`config.mk`:
```
export PLATFORM = sky130hd
export DESIGN_NAME = bus_xfer_ctrl
export DESIGN_NICKNAME = d
export VERILOG_FILES = /design/src/rtl/bus_xfer_ctrl.sv
export SDC_FILE = /design/constraint.sdc
export NUM_CORES = 1
export LEC_CHECK = 0
export ABC_CLOCK_PERIOD_IN_PS = 2100
export CAP_MARGIN = 15
export CORE_MARGIN = 1.5
export CORE_UTILIZATION = 50
export CTS_BUF_LIST = sky130_fd_sc_hd__clkbuf_16
export DETAILED_ROUTE_END_ITERATION = 10
export PLACE_DENSITY = 0.87
export RECOVER_POWER = 100
export SYNTH_ARGS = -nofsm -noshare
export SYNTH_HDL_FRONTEND = slang
export SYNTH_SLANG_ARGS = --single-unit
```
`constraint.sdc`:
```
create_clock -name clk -period 2.1 [get_ports clk]
set_input_delay 0.21 -clock clk [delete_from_list [all_inputs] [get_ports clk]]
set_output_delay 0.21 -clock clk [all_outputs]
set_load 0.02 [all_outputs]
```
`src/rtl/bus_xfer_ctrl.sv`:
```
// bus_xfer_ctrl: round-robin owner of the shared tri-state bus; sequences
// turnaround, multi-beat drive and completion for one sender/receiver pair.
module bus_xfer_ctrl #(
   parameter int N_AGENT  = 4,
   parameter int IDX_W    = 2,
   parameter int LEN_W    = 4,
   parameter int TURN_CYC = 1
) (
   input  logic                     clk,
   input  logic                     rst,
   input  logic [N_AGENT-1:0]       req,
   input  logic [N_AGENT*IDX_W-1:0] dst,
   input  logic [N_AGENT*LEN_W-1:0] len,
   output logic [N_AGENT-1:0]       snd_en,
   output logic [N_AGENT-1:0]       rcv_en,
   output logic [N_AGENT-1:0]       grant,
   output logic                     beat,
   output logic [N_AGENT-1:0]       done,
   output logic [N_AGENT-1:0]       err,
   output logic                     busy
);
   typedef enum logic [1:0] {IDLE, TURN, DRIVE, DONE} state_t;
   state_t state_q, state_d;
   logic [IDX_W-1:0] src_q, src_d, dst_q, dst_d, rr_q, rr_d, pick, pick_dst;
   logic [LEN_W-1:0] len_q, len_d, cnt_q, cnt_d;
   logic [2:0] tc_q, tc_d;
   logic [N_AGENT-1:0] snd_en_q, snd_en_d, rcv_en_q, rcv_en_d, grant_q, grant_d;
   logic [N_AGENT-1:0] done_q, done_d, err_q, err_d;
   logic beat_q, beat_d, busy_q, busy_d;
   // Scan downward so the closest requester after rr wins.
   always_comb begin
      pick = '0;
      for (int i = N_AGENT; i >= 1; i--)
         if (req[(int'(rr_q) + i) % N_AGENT]) pick = IDX_W'((int'(rr_q) + i) % N_AGENT);
      pick_dst = dst[int'(pick)*IDX_W +: IDX_W];
   end
   always_comb begin
      state_d  = state_q;
      src_d    = src_q;
      dst_d    = dst_q;
      len_d    = len_q;
      rr_d     = rr_q;
      cnt_d    = cnt_q;
      tc_d     = tc_q;
      grant_d  = grant_q;
      snd_en_d = '0;
      rcv_en_d = '0;
      beat_d   = 1'b0;
      done_d   = '0;
      err_d    = '0;
      case (state_q)
         IDLE: if (|req) begin
            src_d = pick;
            dst_d = pick_dst;
            len_d = len[int'(pick)*LEN_W +: LEN_W];
            rr_d  = pick;
            if (pick_dst == pick || int'(pick_dst) >= N_AGENT) err_d = N_AGENT'(1) << pick;
            else begin
               grant_d = N_AGENT'(1) << pick;
               tc_d    = '0;
               state_d = TURN;
            end
         end
         TURN: if (int'(tc_q) == TURN_CYC - 1) begin
            state_d  = DRIVE;
            cnt_d    = '0;
            snd_en_d = N_AGENT'(1) << src_q;
            rcv_en_d = N_AGENT'(1) << dst_q;
            beat_d   = 1'b1;
         end else tc_d = tc_q + 3'd1;
         DRIVE: if (cnt_q == len_q) begin
            state_d = DONE;
            done_d  = N_AGENT'(1) << src_q;
         end else begin
            cnt_d    = cnt_q + 1'b1;
            snd_en_d = N_AGENT'(1) << src_q;
            rcv_en_d = N_AGENT'(1) << dst_q;
            beat_d   = 1'b1;
         end
         default: begin
            state_d = IDLE;
            grant_d = '0;
         end
      endcase
      busy_d = state_d != IDLE;
   end
   always_ff @(posedge clk or posedge rst) begin
      if (rst) begin
         state_q  <= IDLE;
         src_q    <= '0;
         dst_q    <= '0;
         len_q    <= '0;
         rr_q     <= IDX_W'(N_AGENT - 1);
         cnt_q    <= '0;
         tc_q     <= '0;
         grant_q  <= '0;
         snd_en_q <= '0;
         rcv_en_q <= '0;
         beat_q   <= 1'b0;
         done_q   <= '0;
         err_q    <= '0;
         busy_q   <= 1'b0;
      end else begin
         state_q  <= state_d;
         src_q    <= src_d;
         dst_q    <= dst_d;
         len_q    <= len_d;
         rr_q     <= rr_d;
         cnt_q    <= cnt_d;
         tc_q     <= tc_d;
         grant_q  <= grant_d;
         snd_en_q <= snd_en_d;
         rcv_en_q <= rcv_en_d;
         beat_q   <= beat_d;
         done_q   <= done_d;
         err_q    <= err_d;
         busy_q   <= busy_d;
      end
   end
   assign snd_en = snd_en_q;
   assign rcv_en = rcv_en_q;
   assign grant  = grant_q;
   assign beat   = beat_q;
   assign done   = done_q;
   assign err    = err_q;
   assign busy   = busy_q;
endmodule
```
==> metrics.log <==
[metrics] GRT Resource Usage Total: about 23%
[metrics] maximum achievable frequency: 492 MHz
[metrics] setup_tns: 0 ns
[metrics] largest fanout on the critical path: 7
[metrics] # rows: 24
[metrics] critical path capture point type: flip-flop
[metrics] placed cell area: slightly below 3000 sq um
[metrics] Synth Area in Compound Gates: 16.8%
[metrics] vias after detailed routing: around 2,000
[metrics] mux cell area share after synthesis: 9.55%
[metrics] maximum count of clock buffers along a single path: 2
[metrics] Antenna Nets Post-Route: 0
[metrics] Synth Area in Adders: 3.82%
[metrics] final cell area excluding filler cells: 3090 sq um
[metrics] leakage power summed over all cells: 1.47 nW
[metrics] worst setup slack before clock tree synthesis: -0.0973 ns
[metrics] vias per cell: ~5.6
[metrics] share of flip-flops with an asynchronous set or reset: 100%
[metrics] Residual DRC: 0
[metrics] nets in the synthesized netlist: 268
[metrics] final critical-path share of the clock period: between 90% and 100%
[metrics] Peak VDD IR: approximately 950 uV
[metrics] estimated wirelength of the detail-placed design: between 3000 and 4000 um
[metrics] Core Area: roughly 4400 sq um
[metrics] Synth top cells by count: sky130_fd_sc_hd__dfrtp_1, sky130_fd_sc_hd__nor2_1, sky130_fd_sc_hd__nand2_1
[metrics] total instance count after detailed placement: ~340
[metrics] starting density of the core: 52.3%
[metrics] post-cts hold buffer count: 0
[metrics] result of the run: completed
[metrics] vertical die dimension: 70.7 um
[metrics] average cell area after synthesis: about 9.9 sq um
[metrics] Mapped Cells: roughly 230
[metrics] antenna violations before repair: 0
[metrics] sequential fraction of the synthesis area: about 45%
[metrics] fin crit period: slightly above 2 ns
[metrics] WS Path Type: reg -> reg
[metrics] diode count: 0
[metrics] register bit count reported by yosys: a little over 40
[metrics] xor-xnor portion of the synthesized cell area: 1.53%
[metrics] top flip-flop cell by instance count after synthesis: sky130_fd_sc_hd__dfrtp_1
[metrics] source-to-sink clock delay at the later pin of the worst-skew pair: roughly 0.28 ns
[metrics] relative slew slack: around a third
[metrics] Slew Limit Fails: 0
[metrics] Worst Skew: ~0.0053 ns
[metrics] Min-Delay Path Class: reg -> reg
[metrics] routed len/inst: about 15 um
[metrics] number of standard cells in the layout, taps in and fillers out: ~350
[metrics] final hold viol count: 0
[metrics] number of buffers created by CTS: 5
[metrics] # port buffers: 51
[metrics] Worst-Margin Slew: slightly above 1 ns
[metrics] cell types with the largest area share after synthesis: sky130_fd_sc_hd__dfrtp_1, sky130_fd_sc_hd__mux2i_1, sky130_fd_sc_hd__ha_1
[metrics] Data arrival, critical path: 2.19 ns
[metrics] area grow syn2layout: 34.6%
[metrics] wire length of the first global-routing pass: a little under 9000 um
[metrics] total power per unit cell area: approximately 1300 nW/um^2
[metrics] worst slack on hold paths: approximately 0.51 ns
[metrics] leftover overflow at the end of global routing: 0
[metrics] combined area of all synthesized cells: ~2300 sq um
[metrics] Post-layout nets: approximately 330
[metrics] cell accounting for the most synthesized area: sky130_fd_sc_hd__dfrtp_1
[metrics] critical path launch point type: flip-flop
[metrics] fraction of synthesized cell area taken by the top area cell type: between 40% and 50%
[metrics] Crit path required time: 2.26 ns
[metrics] I/O pin cnt: between 50 and 60
[metrics] via count of the first global-routing pass: ~1,900
[metrics] Post-Synth Simple-Gate Area: approximately a fifth
[metrics] first drt pass iteration count: 4
[metrics] area enclosed by the die boundary: 5000 sq um
[metrics] buffer cell driving the clock tree root: sky130_fd_sc_hd__clkbuf_16
[metrics] number of flops mapped to enable cells by yosys: 0
[metrics] Max Cap Violations: 0
[metrics] maximum number of pins on one net before global-route repair: 42
[metrics] total number of yosys warnings: 0
[metrics] Final GP Congestion: around 0.86
[metrics] dominant combinational cell family by area after synthesis: simple AND/OR/NAND/NOR gates
[metrics] layout cells sized above 1: a little over an eighth
[metrics] CTS tree: built
[metrics] count of unique library cells instantiated by Yosys: 53
[metrics] setup slack of the critical path after layout: approximately 0.068 ns
[metrics] htree depth: 2
[metrics] final-layout fill cell count: 342
[metrics] Detailed Route Iter0 Violations: 155
[metrics] Final setup violation count: 0
[metrics] most used standard cell by instance count after synthesis: sky130_fd_sc_hd__dfrtp_1
[metrics] FF-to-FF setup slack: 0.07 ns
[metrics] total wire length: between 5000 and 6000 um
[metrics] die width: about 70 um
[metrics] clock-pin slew reported for the worst setup and hold paths after clock tree synthesis: 0.06 ns
[metrics] clock net sink count: 41
## critical path, cell delays in order, from the launching register on
cell                        delay, ns
sky130_fd_sc_hd__dfstp_2         0.59
sky130_fd_sc_hd__nand2_1         0.07
sky130_fd_sc_hd__a31o_1          0.22
sky130_fd_sc_hd__o21ba_1         0.19
sky130_fd_sc_hd__nand4bb_4       0.27
sky130_fd_sc_hd__and2_4          0.20
sky130_fd_sc_hd__a311o_1         0.36
## metrics by stage
step,power (W),util (%)
CTS,0.00419,70.6
floorplan,0.00263,-
global placement,0.00323,66.8
global route,0.00440,70.4
finish,0.00412,70.4
detailed placement,0.00331,66.8
## what timing repair did
item | in CTS | in global routing
buffers inserted | 0 | 2
resized for setup | 0 | 1
endpoints found under the hold margin | 0 | 0
endpoints found under the setup margin | 0 | 3
## state kept, by name, indices dropped and copies added, names as in the netlist, 2 cells and up
signal / cells
cnt_q: 4
done: 4
dst_q: 2
err: 4
grant: 4
len_q: 4
rcv_en: 4
rr_q: 2
snd_en: 4
src_q: 2
state_q: 2
tc_q: 3
## power breakdown
| part | internal, W | leakage, nW | switching [W] |
|---|---|---|---|
| Combinational | 0.000896 | 0.852 | 0.00113 |
| Clock | 0.000556 | 0.0775 | 0.000302 |
| Sequential | 0.00104 | 0.539 | 0.000195 |
## kinds of logic (layout without fill, tap and decap cells)
family                     Yosys count  in the layout
AOI/OAI and AO/OA                   53             53
xor gates and xnor gates             4              4
adders and majority gates            7              7
buffers and inverters               22             88
DFF                                 41             41
muxes                               21             21
and+or+nand+nor                     83             83
## cell usage in the layout (no fill, tap or decap), types with 4 or more instances in the layout
cell type / n
sky130_fd_sc_hd__ha_1: 7
sky130_fd_sc_hd__a21oi_1: 8
sky130_fd_sc_hd__o21ai_1: 7
sky130_fd_sc_hd__o21ai_0: 10
sky130_fd_sc_hd__nor2_1: 23
sky130_fd_sc_hd__inv_1: 14
sky130_fd_sc_hd__mux2_2: 7
sky130_fd_sc_hd__clkdlybuf4s50_1: 28
sky130_fd_sc_hd__xor2_1: 4
sky130_fd_sc_hd__buf_4: 10
sky130_fd_sc_hd__clkbuf_16: 5
sky130_fd_sc_hd__dfrtp_1: 39
sky130_fd_sc_hd__nor3_1: 4
sky130_fd_sc_hd__mux2i_1: 14
sky130_fd_sc_hd__nand3_1: 6
sky130_fd_sc_hd__a21o_1: 4
sky130_fd_sc_hd__dlygate4sd3_1: 23
sky130_fd_sc_hd__nand2b_1: 6
sky130_fd_sc_hd__nand2_1: 21
## path summary, 6_finish.rpt
kind / from / to / depth (start not counted)
max in group asynchronous: rst / err[1]$_DFF_PP0_ / 3
worst max register to register: rr_q[1]$_DFFE_PP1P_ / tc_q[2]$_DFFE_PP0P_ / 6
min in group asynchronous: rst / done[0]$_DFF_PP0_ / 3
worst min-delay path: dst_q[0]$_DFFE_PP0P_ / rcv_en[2]$_DFF_PP0_ / 1
worst min register to register: dst_q[0]$_DFFE_PP0P_ / rcv_en[2]$_DFF_PP0_ / 1
worst max-delay path: rr_q[1]$_DFFE_PP1P_ / tc_q[2]$_DFFE_PP0P_ / 6
## area by class of cell
class,count,area [sq um],share of cell area [%]
clock buffer,5,125,4.06
clock inverter,3,41.3,1.34
inverter,14,52.6,1.70
multi-input combinational,168,1170,37.8
sequential,41,1030,33.3
tap,52,65.1,2.11
timing repair buffer,66,607,19.7
## routing by layer
metal | up-vias | wire [um] | GRT usage (%)
met1 | 934 | 2310 | 28.7
met4 | 0 | 75 | 7.97
met3 | 7 | 284 | 3.99
met5 | - | 0 | 0
met2 | 64 | 2730 | 38.9
li1 | 944 | - | -
(Power assumes the default switching activity.)
